===== src/rtl/bcd_xs3_seq_ctrl.sv =====
// Multi-digit BCD to excess-3 sequencer. It time-shares one external
// single-digit converter and handles one digit per clock, digit 0 first.
module bcd_xs3_seq_ctrl #(
  parameter int DIGITS = 4
) (
  input  logic                  clk_i,
  input  logic                  rst_ni,
  input  logic                  in_valid_i,
  output logic                  in_ready_o,
  input  logic [4*DIGITS-1:0]   in_bcd_i,
  output logic [3:0]            conv_in_o,
  input  logic [3:0]            conv_out_i,
  output logic                  out_valid_o,
  input  logic                  out_ready_i,
  output logic [4*DIGITS-1:0]   out_xs3_o,
  output logic [DIGITS-1:0]     err_mask_o,
  output logic                  out_err_o
);

  localparam int IW = (DIGITS > 1) ? $clog2(DIGITS) : 1;

  typedef enum logic [1:0] {IDLE, CONV, DONE} state_e;

  state_e                   state_q, state_d;
  logic [IW-1:0]            idx_q, idx_d;
  logic [DIGITS-1:0][3:0]   bcd_q, bcd_d;
  logic [DIGITS-1:0][3:0]   xs3_q, xs3_d;
  logic [DIGITS-1:0]        err_q, err_d;
  logic [3:0]               cur_digit;
  logic                     digit_ok;

  assign cur_digit = bcd_q[idx_q];
  assign digit_ok  = (cur_digit <= 4'd9);

  always_ff @(posedge clk_i or negedge rst_ni) begin
    if (!rst_ni) begin
      state_q <= IDLE;
      idx_q   <= '0;
      bcd_q   <= '0;
      xs3_q   <= '0;
      err_q   <= '0;
    end else begin
      state_q <= state_d;
      idx_q   <= idx_d;
      bcd_q   <= bcd_d;
      xs3_q   <= xs3_d;
      err_q   <= err_d;
    end
  end

  always_comb begin
    state_d     = state_q;
    idx_d       = idx_q;
    bcd_d       = bcd_q;
    xs3_d       = xs3_q;
    err_d       = err_q;
    in_ready_o  = 1'b0;
    out_valid_o = 1'b0;
    conv_in_o   = 4'd0;
    case (state_q)
      IDLE: begin
        in_ready_o = 1'b1;
        if (in_valid_i) begin
          bcd_d   = in_bcd_i;
          xs3_d   = '0;
          err_d   = '0;
          idx_d   = '0;
          state_d = CONV;
        end
      end
      CONV: begin
        conv_in_o = cur_digit;
        // A non-BCD digit leaves the converter output floating; never capture it.
        xs3_d[idx_q] = digit_ok ? conv_out_i : 4'd0;
        err_d[idx_q] = ~digit_ok;
        if (idx_q == IW'(DIGITS - 1)) begin
          state_d = DONE;
        end else begin
          idx_d = idx_q + IW'(1);
        end
      end
      DONE: begin
        out_valid_o = 1'b1;
        if (out_ready_i) begin
          state_d = IDLE;
        end
      end
      default: state_d = IDLE;
    endcase
  end

  assign out_xs3_o  = xs3_q;
  assign err_mask_o = err_q;
  assign out_err_o  = |err_q;

endmodule


===== config.mk =====
export PLATFORM = sky130hd
export DESIGN_NAME = bcd_xs3_seq_ctrl
export DESIGN_NICKNAME = d
export VERILOG_FILES = /design/src/rtl/bcd_xs3_seq_ctrl.sv
export SDC_FILE = /design/constraint.sdc
export NUM_CORES = 1
export LEC_CHECK = 0
export CORE_MARGIN = 4
export CORE_UTILIZATION = 45
export DETAILED_ROUTE_END_ITERATION = 16
export PLACE_DENSITY = 0.77
export SLEW_MARGIN = 20
export SYNTH_ARGS = -nofsm -noshare
export SYNTH_HDL_FRONTEND = slang
export SYNTH_SLANG_ARGS = --single-unit

===== constraint.sdc =====
create_clock -name clk_i -period 1.8 [get_ports clk_i]
set_input_delay 0.27 -clock clk_i [delete_from_list [all_inputs] [get_ports clk_i]]
set_output_delay 0.27 -clock clk_i [all_outputs]
set_load 0.02 [all_outputs]

# ---- After elaboration in Yosys (flattened, before gate mapping)
# Index checks and enable logic that the tools add are counted.
dict set report word_totals {
  reg_bits 40
  output_inout_bits 27
  wordCells 54
}
dict set report op_classes {
  n_addsub 1
  order_cmp 3
  eq_ne 7
  n_mux 23
  bitwise 1
  reduce_logical 8
}
# operator n
set ops {}
lappend ops {{case mux 16 bit (2 select lines)} 1}
lappend ops {{2-to-1 mux 4 bit} 5}
lappend ops {{bitwise mux 16 bit} 1}
lappend ops {{2-to-1 mux 16 bit} 1}
lappend ops {{2-to-1 mux 2 bit} 5}
lappend ops {{binary-select mux 4 bit (select 2 bit)} 1}
lappend ops {{demux 4 bit (select 2 bit)} 1}
lappend ops {{inequality test 2 bit, second input constant} 4}
lappend ops {{case mux 4 bit (2 select lines)} 1}
lappend ops {{case mux 2 bit (3 select lines)} 1}
lappend ops {{AND reduction 3 bit} 2}
lappend ops {{bitwise mux 4 bit} 1}
lappend ops {{equality test 2 bit, second input constant} 2}
lappend ops {{<= comparator 4 bit, second input constant} 1}
lappend ops {{case mux 2 bit (2 select lines)} 1}
lappend ops {{AND reduction 2 bit} 2}
lappend ops {{OR reduction 4 bit} 1}
lappend ops {{less-than comparator 2 x 3 -> 1 bit, second input constant} 1}
lappend ops {{2-to-1 mux 1 bit} 3}
lappend ops {{adder 2 x 1 -> 2 bit, second input constant} 1}
lappend ops {{demux 1 bit (select 2 bit)} 1}
lappend ops {{equality test 2 x 1 -> 1 bit, second input constant} 1}
lappend ops {{>= comparator 2 x 1 -> 1 bit, second input constant} 1}
lappend ops {{logical NOT 2 bit} 1}
lappend ops {{other kinds (3)} 3}

# ---- Logic depth before layout (Yosys ltp)
# Gate-level depths: netlist of run 1.
dict set report depth {
  word_depth 6
  ltp_mapped 7
  depth_no_buf 5
}

# ---- Worst setup path after synthesis of run 1
# Ideal clock, no wire load.
dict set report synth_path {
  path_type {register to register}
  start {reg idx_q[0]}
  end {reg err_q[0], in the netlist err_mask_o[0]}
  setup_time_ns 0.121
  arrival_ns 1.518
  required_ns 1.679
  slack_ns 0.161
  stages_incl_launch_ff 6
  n_path_buf 2
  cell_sequence {dfrtp_1 > buf_6 > mux4_2 > o21a_1 > buf_6 > a22o_1}
}
dict set report synth_between {
  elab_chain_cells 6
}
# item line
set synth_rtl {}
lappend synth_rtl {{start: declaration} 25} ;# logic [IW-1:0] idx_q, idx_d;
lappend synth_rtl {{start signal: assignment} 44} ;# idx_q <= idx_d;
lappend synth_rtl {{binary-select mux 4 bit (select 2 bit), or another cell as far along} 32} ;# assign cur_digit = bcd_q[idx_q];
lappend synth_rtl {{2-to-1 mux 4 bit (implied by the code) or logical AND 1 bit (tied branches)} {32, 75}}
lappend synth_rtl {{<= comparator 4 bit or 2-to-1 mux 1 bit (tied branches)} {33, 75}}
lappend synth_rtl {{NOT 1 bit or demux 1 bit (select 2 bit) (tied branches)} 75} ;# err_d[idx_q] = ~digit_ok;
lappend synth_rtl {{bitwise mux 4 bit *} 75}
lappend synth_rtl {{case mux 4 bit (2 select lines) *} 60} ;# case (state_q)
lappend synth_rtl {{end signal: assignment} 47} ;# err_q <= err_d;
lappend synth_rtl {{end: declaration} 28} ;# logic [DIGITS-1:0] err_q, err_d;
# Every way passes the cells marked *; elsewhere a longest branch is shown, timed or not. The select of a mux whose other input is x is not followed.
# A chain may end at the register's enable or synchronous reset.

# ---- Worst setup path after layout of run 1
dict set report layout_path {
  start {reg idx_q[0]}
  end {out conv_in_o[3]}
}
dict set report layout_between {
  elab_chain_cells 3
}
# item line
set layout_rtl {}
lappend layout_rtl {{binary-select mux 4 bit (select 2 bit)} 32}
lappend layout_rtl {{2-to-1 mux 4 bit (implied by the code)} 32}
lappend layout_rtl {{2-to-1 mux 4 bit} 60}
lappend layout_rtl {{end: declaration} 11} ;# output logic [3:0] conv_in_o,
# Every way passes these cells. The select of a mux whose other input is x is not followed.

==> impl_metrics.py, run 1 <==
metrics = {
    "worst_setup_path": {
        "slowest_delay_ns": 0.55,
        "crit_buf_inv": 1,
        "crit_type": "flop to output pin",
        "ff2ff_setup_slack_ns": 0.07,
        "start_kind": "flop",
        "critPathTopFamily": "multiplexers",
        "cpMaxStageDelayCell": "mux4_2",
        "r2r-end": "out_xs3_o[15]",
        "r2r_cells": 5,
        "crit_path_cell_trace": "mux4_2 > and2_4 > buf_6",
        "arrival_ns": 1.58,
        "cp-startpoint": "idx_q[0]",
        "critical_path.max_fanout": 5,
        "cp-end-kind": "output pin",
        "r2r-start": "idx_q[0]",
        "required_ns": 1.53,
    },
    "run_status": {
        "status": "complete, but fails checks",
        "violations": "setup timing",
    },
    "routing": {
        "route.detailed.drc": 0,
        "wl_microns": 4060,
        "drt_iter0_drc": 58,
        "via_count": 1338,
        "drtPass1Iterations": 4,
        "avgRoutedWirePerCell_microns": 16.4,
        "viasPerCell": 5.42,
        "postRouteAntennaNets": 0,
    },
    "timing": {
        "tns_ns": -0.145,
        "post-route-min-period_ns": 1.85,
        "relSlewSlack_pct": 67.4,
        "finalCritPeriodShare_pct": 103,
        "finalHoldViolCount": 0,
        "finClkSkew_ns": 0.00687,
        "worst_pin_slew_ns": 0.489,
        "fmax_ghz": 0.539,
        "layout_setup_ws_ns": -0.0547,
        "drv_slew": 0,
        "rsz0062_at_grt": "true",
        "setup_viol": 4,
    },
    "power_and_ir_drop": {
        "cellPowerDensity_nw_per_um2": 2020,
        "p_int_uw": 3220,
        "p_clk_share_pct": 13.9,
        "p_sw_share_pct": 37.0,
        "switching_power_uw": 1890,
        "leakagePower_uw": 0.00111,
        "seqPwrFrac_pct": 30.7,
        "pwr-share-comb_pct": 55.4,
        "power_uw": 5110,
        "ir_worst_vdd_mv": 0.930,
    },
    "synthesis": {
        "synth_cell_types": 21,
        "ys.warnings.count": 0,
        "yosysSeqAreaShare_pct": 55.4,
        "syn_nets": 169,
        "synthCells": 141,
        "ys_ff_latch": 40,
        "syn_area_per_cell_sq_um": 12.8,
        "synth_area_sq_um": 1810,
    },
    "layout": {
        "fin_util_pct": 67.1,
        "area_growth_pct": 40.0,
        "layout_commonest_cell": "clkdlybuf4s50_1",
        "antenna_cells": 0,
        "final_cell_mix": "42 x clkdlybuf4s50_1, 39 x dfrtp_1, 17 x mux2_2",
        "stdcell_count": 247,
        "layout.nets": 226,
        "fin_area_sq_um": 2530,
        "drive_above_1_share_pct": 27.6,
    },
    "floorplan": {
        "fp.dieW_microns": 71.4,
        "start_util_pct": 47.9,
        "io_pins": 51,
        "die-area_sq_um": 5090,
        "row_count": 22,
        "die_y_microns": 71.4,
        "core_area_sq_um": 3770,
    },
    "cts": {
        "h-tree-depth": 2,
        "clkSinkCount": 40,
        "cts-root-buf": "clkbuf_8",
        "clk_pin_slew_ns": 0.07,
        "cts_max_path_buffers": 2,
        "clk_latency_ns": 0.30,
        "cts_tree": "yes",
        "cts_made_buffers": 5,
        "postCtsHoldBufs": 0,
    },
    "flow_run": {
        "drv_cap": 0,
    },
    "placement": {
        "placedCellCount": 238,
        "hpwlAfterDp_microns": 3020,
        "place_congestion": 0.806,
        "io_buffers": 50,
        "dpl_cell_area_sq_um": 2400,
    },
    "grt": {
        "overflow": 0,
        "grt_pass1_wl_microns": 6910,
        "grt_pass1_vias": 1457,
        "grt_usage_pct": 17.5,
        "grt_max_degree": 41,
        "antenna_found_initial": 0,
    },
    "min_path": {
        "hold_class": "primary input to asynchronous set/reset pin",
    },
}
[state kept, by name, summed over array words and instances (netlist names)]
name and cells:
bcd_q 16, state_q 2, err_mask_o 4, out_xs3_o 16, idx_q 2
[repair_timing]
item | CTS | global route
buffers inserted | 1 | 0
setup endpoints to repair | 21 | 15
resized for setup | 32 | 6
pin swaps | 0 | 0
[worst register-to-register path, cell delays in order (launching register included)]
cell and delay, ns:
dfrtp_2 0.45, mux4_2 0.55, buf_4 0.15, o21a_2 0.19, buf_4 0.18, o2bb2ai_1 0.14
[worst max-delay path by stage]
stage	to	slack (ns)	cells past startpoint
finish	conv_in_o[3]	-0.05	3
global route	conv_in_o[3]	-0.13	3
CTS	conv_in_o[3]	-0.09	3
detailed placement	conv_in_o[3]	-0.24	3
global placement	conv_in_o[3]	-0.19	3
floorplan	err_mask_o[0]	0.16	5
[layout make-up]
cell class,instances,area [sq um]
fill,267,1240
timing repair buffer,62,596
clock buffer,6,72.6
clock inverter,2,35.0
multi-input combinational,86,752
inverter,3,11.3
sequential,40,1000
tap,48,60.1
[power groups by stage]
stage	Clock, uW	Combinational [uW]	Sequential [uW]
after floorplan	0	1530	1690
after global placement	0	2610	1570
after detailed placement	0	2700	1580
after CTS	722	2800	1570
after global routing	763	3050	1630
final	711	2840	1570
[cells by family after synthesis]
kind of cell / synth area share, %
AOI/OAI and AO/OA: 12.7
adders and majority gates: 2.77
buffers and inverters: 4.16
DFF: 55.4
muxes: 15.6
and+or+nand+nor: 9.42
[routing by layer]
metal  share of wire (%)  GRT usage (%)  wire, microns
met1                  46           23.6           1860
met2                  46           24.9           1850
met3                 6.1           6.45            248
met4                 2.4           8.14             96
met5                   0              0              0
[synthesized netlist by cell type]
master	n	area (sq um)
clkbuf_1	7	26.3
nor2_1	6	22.5
a22o_1	7	61.3
nand2_1	16	60.1
mux2_2	17	191
buf_2	3	15.0
nor2b_1	2	12.5
and3b_1	4	35.0
inv_1	3	11.3
mux4_2	4	90.1
or4_1	1	7.51
ha_1	4	50.1
and2_1	4	25.0
dfrtp_1	40	1000
buf_6	2	22.5
a21oi_1	1	5.00
a21o_1	1	7.51
o21bai_1	1	7.51
o2bb2ai_1	16	140
o21a_1	1	7.51
nor3b_1	1	7.51
[through the flow]
step	hold WS (ns)	setup slack, ns
floorplan	-0.0256	0.161
global placement	0.342	-0.188
detailed placement	0.354	-0.242
CTS	0.0325	-0.0939
global route	0.0607	-0.131
finish	0.0118	-0.0547
Note: power is estimated with default switching activity, not from simulation.
==> inputs of run 2 (changes only) <==
--- a/config.mk
+++ b/config.mk
@@ -6,9 +6,9 @@
 export NUM_CORES = 1
 export LEC_CHECK = 0
 export CORE_MARGIN = 4
-export CORE_UTILIZATION = 45
+export CORE_UTILIZATION = 47
 export DETAILED_ROUTE_END_ITERATION = 16
-export PLACE_DENSITY = 0.77
+export PLACE_DENSITY = 0.8
 export SLEW_MARGIN = 20
 export SYNTH_ARGS = -nofsm -noshare
 export SYNTH_HDL_FRONTEND = slang
==> run 2 against run 1 <==
Effect of this change: the run still ends with setup timing left; die area is 3.8% lower; non-clock buffer count is 2 higher; first-iteration DRC count is 28% higher; core utilization increased by 2.3 points; power is 2.3% higher; flip-flop and latch count is the same; register-to-register slack gained 0.03 ns; critical path depth stayed put; highest routed layer unchanged; via count grew 2.7%; clock skew is 0.0024 ns lower.
==> impl_metrics.py, run 2 (synthesized netlist as in run 1, its figures left out) <==
metrics = {
    "run_status": {
        "status": "complete, but fails checks",
        "violations": "setup timing",
    },
    "placement": {
        "place_congestion": 0.762,
        "io_buffers": 50,
        "place_ws_ns": -0.232,
        "hpwlAfterDp_microns": 3170,
    },
    "min_path": {
        "hold_class": "primary input to asynchronous set/reset pin",
    },
    "layout": {
        "layout.nets": 228,
        "fin_util_pct": 69.4,
        "drive_above_1_share_pct": 29.4,
        "final_cell_mix": "42 x clkdlybuf4s50_1, 39 x dfrtp_1, 17 x mux2_2",
        "layout_commonest_cell": "clkdlybuf4s50_1",
        "area_growth_pct": 41.6,
        "antenna_cells": 0,
    },
    "worst_setup_path": {
        "start_kind": "flop",
        "arrival_ns": 1.57,
        "crit_path_cell_trace": "mux4_2 > and2_4 > buf_6",
        "slowest_delay_ns": 0.54,
        "cp-end-kind": "output pin",
        "cpMaxStageDelayCell": "mux4_2",
        "required_ns": 1.53,
        "crit_buf_inv": 1,
        "critPathTopFamily": "multiplexers",
        "critical_path.max_fanout": 5,
        "crit_type": "flop to output pin",
    },
    "floorplan": {
        "io_pins": 51,
        "start_util_pct": 49.0,
        "fp.dieW_microns": 70,
        "die_y_microns": 70,
        "row_count": 22,
        "core_area_sq_um": 3690,
        "die-area_sq_um": 4900,
    },
    "cts": {
        "cts_made_buffers": 5,
        "cts-root-buf": "clkbuf_8",
        "clk_latency_ns": 0.29,
        "cts_tree": "yes",
        "clkSinkCount": 40,
        "cts_max_path_buffers": 2,
        "h-tree-depth": 2,
        "postCtsHoldBufs": 0,
        "clk_pin_slew_ns": 0.07,
    },
    "timing": {
        "layout_setup_ws_ns": -0.0432,
        "drv_slew": 0,
        "setup_viol": 4,
        "rsz0062_at_grt": "true",
        "relSlewSlack_pct": 67.1,
        "finClkSkew_ns": 0.00445,
        "finalHoldViolCount": 0,
        "finalCritPeriodShare_pct": 102,
        "post-route-min-period_ns": 1.84,
        "worst_pin_slew_ns": 0.493,
        "fmax_ghz": 0.543,
    },
    "routing": {
        "postRouteAntennaNets": 0,
        "route.detailed.drc": 0,
        "drtPass1Iterations": 5,
        "wl_microns": 4160,
        "avgRoutedWirePerCell_microns": 16.7,
        "viasPerCell": 5.52,
        "via_count": 1374,
        "drt_iter0_drc": 74,
    },
    "power_and_ir_drop": {
        "ir_worst_vdd_mv": 1.60,
        "cellPowerDensity_nw_per_um2": 2050,
        "leakagePower_uw": 0.00113,
    },
    "grt": {
        "grt_pass1_wl_microns": 7010,
        "overflow": 0,
        "grt_usage_pct": 18.4,
        "grt_pass1_vias": 1430,
        "grt_max_degree": 41,
        "antenna_found_initial": 0,
    },
    "flow_run": {
        "drv_cap": 0,
    },
}
==> run 2: cell types whose count changed in the layout (fill, tap and decap cells not counted), sizes merged <==
cell | before | now
buf | 18 | 19
clkbuf | 6 | 7
clkdlybuf4s15 | 0 | 1
clkinv | 1 | 0
==> run 2: area by class of cell <==
class	instances	area [sq um]
Multi-Input combinational cell	86	754
Inverter	3	11.3
Clock buffer	7	96.3
Fill cell	276	1130
Clock inverter	1	30.0
Tap cell	48	60.1
Sequential cell	40	1000
Timing Repair Buffer	64	604
==> run 2: per-layer routing <==
layer	vias to the layer above	share of wire (%)	GRT usage, %
li1	621	-	-
met2	67	52	31.9
met1	675	39	21.1
met4	0	1.3	6.38
met5	-	0	0
met3	11	8.4	6.04
==> run 2: worst register-to-register path, cell delays in order (launching register included) <==
cell	delay, ns
dfrtp_2	0.45
mux4_2	0.54
o21a_2	0.31
buf_4	0.17
o2bb2ai_1	0.15
==> run 2: where the power goes <==
group	internal [uW]	switching [uW]	leakage, uW
registers	1310	267	0.000502
clock network	489	301	0.0000645
logic	1530	1340	0.000559
total	3320	1910	0.00113
==> run 2: through the flow <==
| step | power, uW | setup TNS, ns | hold WS (ns) | instance area, sq um | instances |
|---|---|---|---|---|---|
| 2_1_floorplan | 3220 | 0 | -0.0256 | 1810 | 141 |
| 6_report | 5230 | -0.149 | 0.0319 | 2560 | 249 |
| 3_3_place_gp | 4190 | -0.783 | 0.342 | 2400 | 240 |
| 5_1_grt | 5560 | -0.394 | 0.0635 | 2560 | 249 |
| 3_5_place_dp | 4310 | -0.916 | 0.356 | 2400 | 240 |
| 4_1_cts | 5170 | -0.257 | 0.0373 | 2530 | 248 |
==> run 2: repair_timing <==
| item | CTS | global route |
|---|---|---|
| setup buffers | 0 | 1 |
| setup endpoints to repair | 21 | 15 |
| gates resized for setup | 31 | 7 |
| pin swaps | 1 | 0 |
==> run 2: path summary, 6_finish.rpt <==
| kind | end | depth (start not counted) | start | slack [ns] |
|---|---|---|---|---|
| max in group asynchronous | idx_q[0] | 2 | rst_ni | 1.40 |
| max | conv_in_o[1] | 3 | idx_q[0] | -0.04 |
| min reg2reg | out_xs3_o[9] | 1 | out_xs3_o[9] | 0.49 |
| max reg2reg | out_xs3_o[14] | 4 | idx_q[0] | 0.10 |
| min | err_mask_o[1] | 2 | rst_ni | 0.03 |
| min in group clk_i | out_xs3_o[9] | 1 | out_xs3_o[9] | 0.49 |
==> inputs of run 3 (changes only) <==
--- a/config.mk
+++ b/config.mk
@@ -5,7 +5,7 @@
 export SDC_FILE = /design/constraint.sdc
 export NUM_CORES = 1
 export LEC_CHECK = 0
-export CORE_MARGIN = 4
+export CORE_MARGIN = 5
 export CORE_UTILIZATION = 47
 export DETAILED_ROUTE_END_ITERATION = 16
 export PLACE_DENSITY = 0.8
==> run 3 against run 2 <==
Effect of this change: the run still ends with setup timing left; power down 2.2%; first-iteration DRC count up 59%; combinational power down 5%; via count down 1.2%; critical endpoint unchanged; largest cell class unchanged.
==> impl_metrics.py, run 3 (synthesized netlist as in run 1, its figures left out) <==
metrics = {
    "floorplan": {
        "fp.dieW_microns": 72,
        "core_area_sq_um": 3690,
        "start_util_pct": 49.0,
        "io_pins": 51,
        "die-area_sq_um": 5180,
        "die_y_microns": 72,
        "row_count": 22,
    },
    "worst_setup_path": {
        "slowest_delay_ns": 0.54,
        "r2r-start": "idx_q[0]",
        "cpMaxStageDelayCell": "mux4_2",
        "r2r_cells": 4,
        "crit_type": "flop to output pin",
        "critPathTopFamily": "multiplexers",
        "arrival_ns": 1.58,
        "r2r-end": "out_xs3_o[0]",
        "cp-end-kind": "output pin",
        "required_ns": 1.53,
        "crit_buf_inv": 1,
        "critical_path.max_fanout": 5,
        "ff2ff_setup_slack_ns": 0.07,
        "crit_path_cell_trace": "mux4_2 > and2_4 > buf_6",
        "start_kind": "flop",
    },
    "flow_run": {
        "drv_cap": 0,
    },
    "routing": {
        "via_count": 1357,
        "drt_iter0_drc": 118,
        "route.detailed.drc": 0,
        "avgRoutedWirePerCell_microns": 17.5,
        "drtPass1Iterations": 4,
        "wl_microns": 4300,
        "viasPerCell": 5.54,
        "postRouteAntennaNets": 0,
    },
    "grt": {
        "gr-usage-met3_pct": 5.96,
        "grt_pass1_wl_microns": 7180,
        "top_usage_layer": "met2",
        "grtUsageMet2_pct": 29.8,
        "antenna_found_initial": 0,
        "grt_pass1_vias": 1523,
        "overflow": 0,
        "grt_use_met1_pct": 20.8,
        "grt_max_degree": 41,
        "grt_usage_pct": 18.1,
    },
    "run_status": {
        "status": "complete, but fails checks",
        "violations": "setup timing",
    },
    "timing": {
        "finClkSkew_ns": 0.00761,
        "finalHoldViolCount": 0,
        "holdWs_ns": 0.0235,
        "post-route-min-period_ns": 1.85,
        "drv_slew": 0,
        "fmax_ghz": 0.539,
        "worst_pin_slew_ns": 0.497,
        "relSlewSlack_pct": 66.9,
        "finalCritPeriodShare_pct": 103,
        "layout_setup_ws_ns": -0.0542,
        "setup_viol": 4,
        "rsz0062_at_grt": "true",
    },
    "placement": {
        "io_buffers": 50,
        "place_ws_ns": -0.222,
        "placedCellCount": 237,
        "hpwlAfterDp_microns": 3220,
        "place_congestion": 0.779,
    },
    "layout": {
        "final_cell_mix": "42 x clkdlybuf4s50_1, 39 x dfrtp_1, 17 x mux2_2",
        "fin_util_pct": 68.2,
        "layout_commonest_cell": "clkdlybuf4s50_1",
        "layout.nets": 224,
        "fillers": 280,
        "antenna_cells": 0,
        "stdcell_count": 245,
        "drive_above_1_share_pct": 26.4,
        "area_growth_pct": 39.2,
    },
    "cts": {
        "clkSinkCount": 40,
        "cts_tree": "yes",
        "clk_pin_slew_ns": 0.08,
        "h-tree-depth": 2,
        "postCtsSetupBuffers": 0,
        "cts_max_path_buffers": 2,
        "cts-root-buf": "clkbuf_8",
        "clk_latency_ns": 0.30,
        "cts_made_buffers": 5,
    },
    "power_and_ir_drop": {
        "cellPowerDensity_nw_per_um2": 2030,
        "ir_worst_vdd_mv": 1.36,
        "power_uw": 5120,
        "leakagePower_uw": 0.00110,
    },
    "min_path": {
        "hold_class": "primary input to asynchronous set/reset pin",
    },
}
[run 3: worst max path at each step]
stage	start	to	cells after the start
2_1_floorplan	idx_q[0]	err_mask_o[0]	5
3_3_place_gp	idx_q[0]	conv_in_o[3]	3
3_5_place_dp	idx_q[0]	conv_in_o[1]	3
4_1_cts	idx_q[0]	conv_in_o[1]	3
5_1_grt	idx_q[0]	conv_in_o[1]	3
6_report	idx_q[0]	conv_in_o[1]	3
[run 3: report_power, final]
group          internal (uW)  total, uW  switching, uW
sequential              1310       1570            268
combinational           1430       2740           1320
clock                    489        802            313
total                   3220       5120           1900
[run 3: timing repair]
| action | CTS | global route |
|---|---|---|
| hold buffers | 0 | 0 |
| endpoints found under the setup margin | 13 | 12 |
| gates resized for setup | 31 | 5 |
| gates cloned | 0 | 0 |
[run 3: final cells by class]
cell class              count  area (sq um)  area share [%]
clock buffers               7          96.3            3.83
clock inverters             1          30.0            1.19
inverters                   3          11.3           0.448
multi-input cells          86           747            29.7
flip-flops and latches     40          1000            39.9
well taps                  48          60.1            2.39
repair buffers             60           568            22.6
[run 3: layer usage]
metal | part of all wire [%] | vias up | routed length, microns
li1 | - | 613 | -
met1 | 40 | 659 | 1720
met2 | 49 | 69 | 2100
met3 | 8.1 | 16 | 347
met4 | 3.0 | 0 | 130
met5 | 0 | - | 0
[run 3: through the flow]
step	cell area, sq um	TNS [ns]
after global placement	2380	-0.778
after floorplan	1810	0
after CTS	2510	-0.228
final	2510	-0.158
after detailed placement	2380	-0.880
after global routing	2510	-0.427
[run 3: worst register-to-register path: stages, from the launching register on]
cell,delay [ns]
dfrtp_2,0.45
mux4_2,0.55
o21a_2,0.31
buf_4,0.19
o2bb2ai_1,0.16
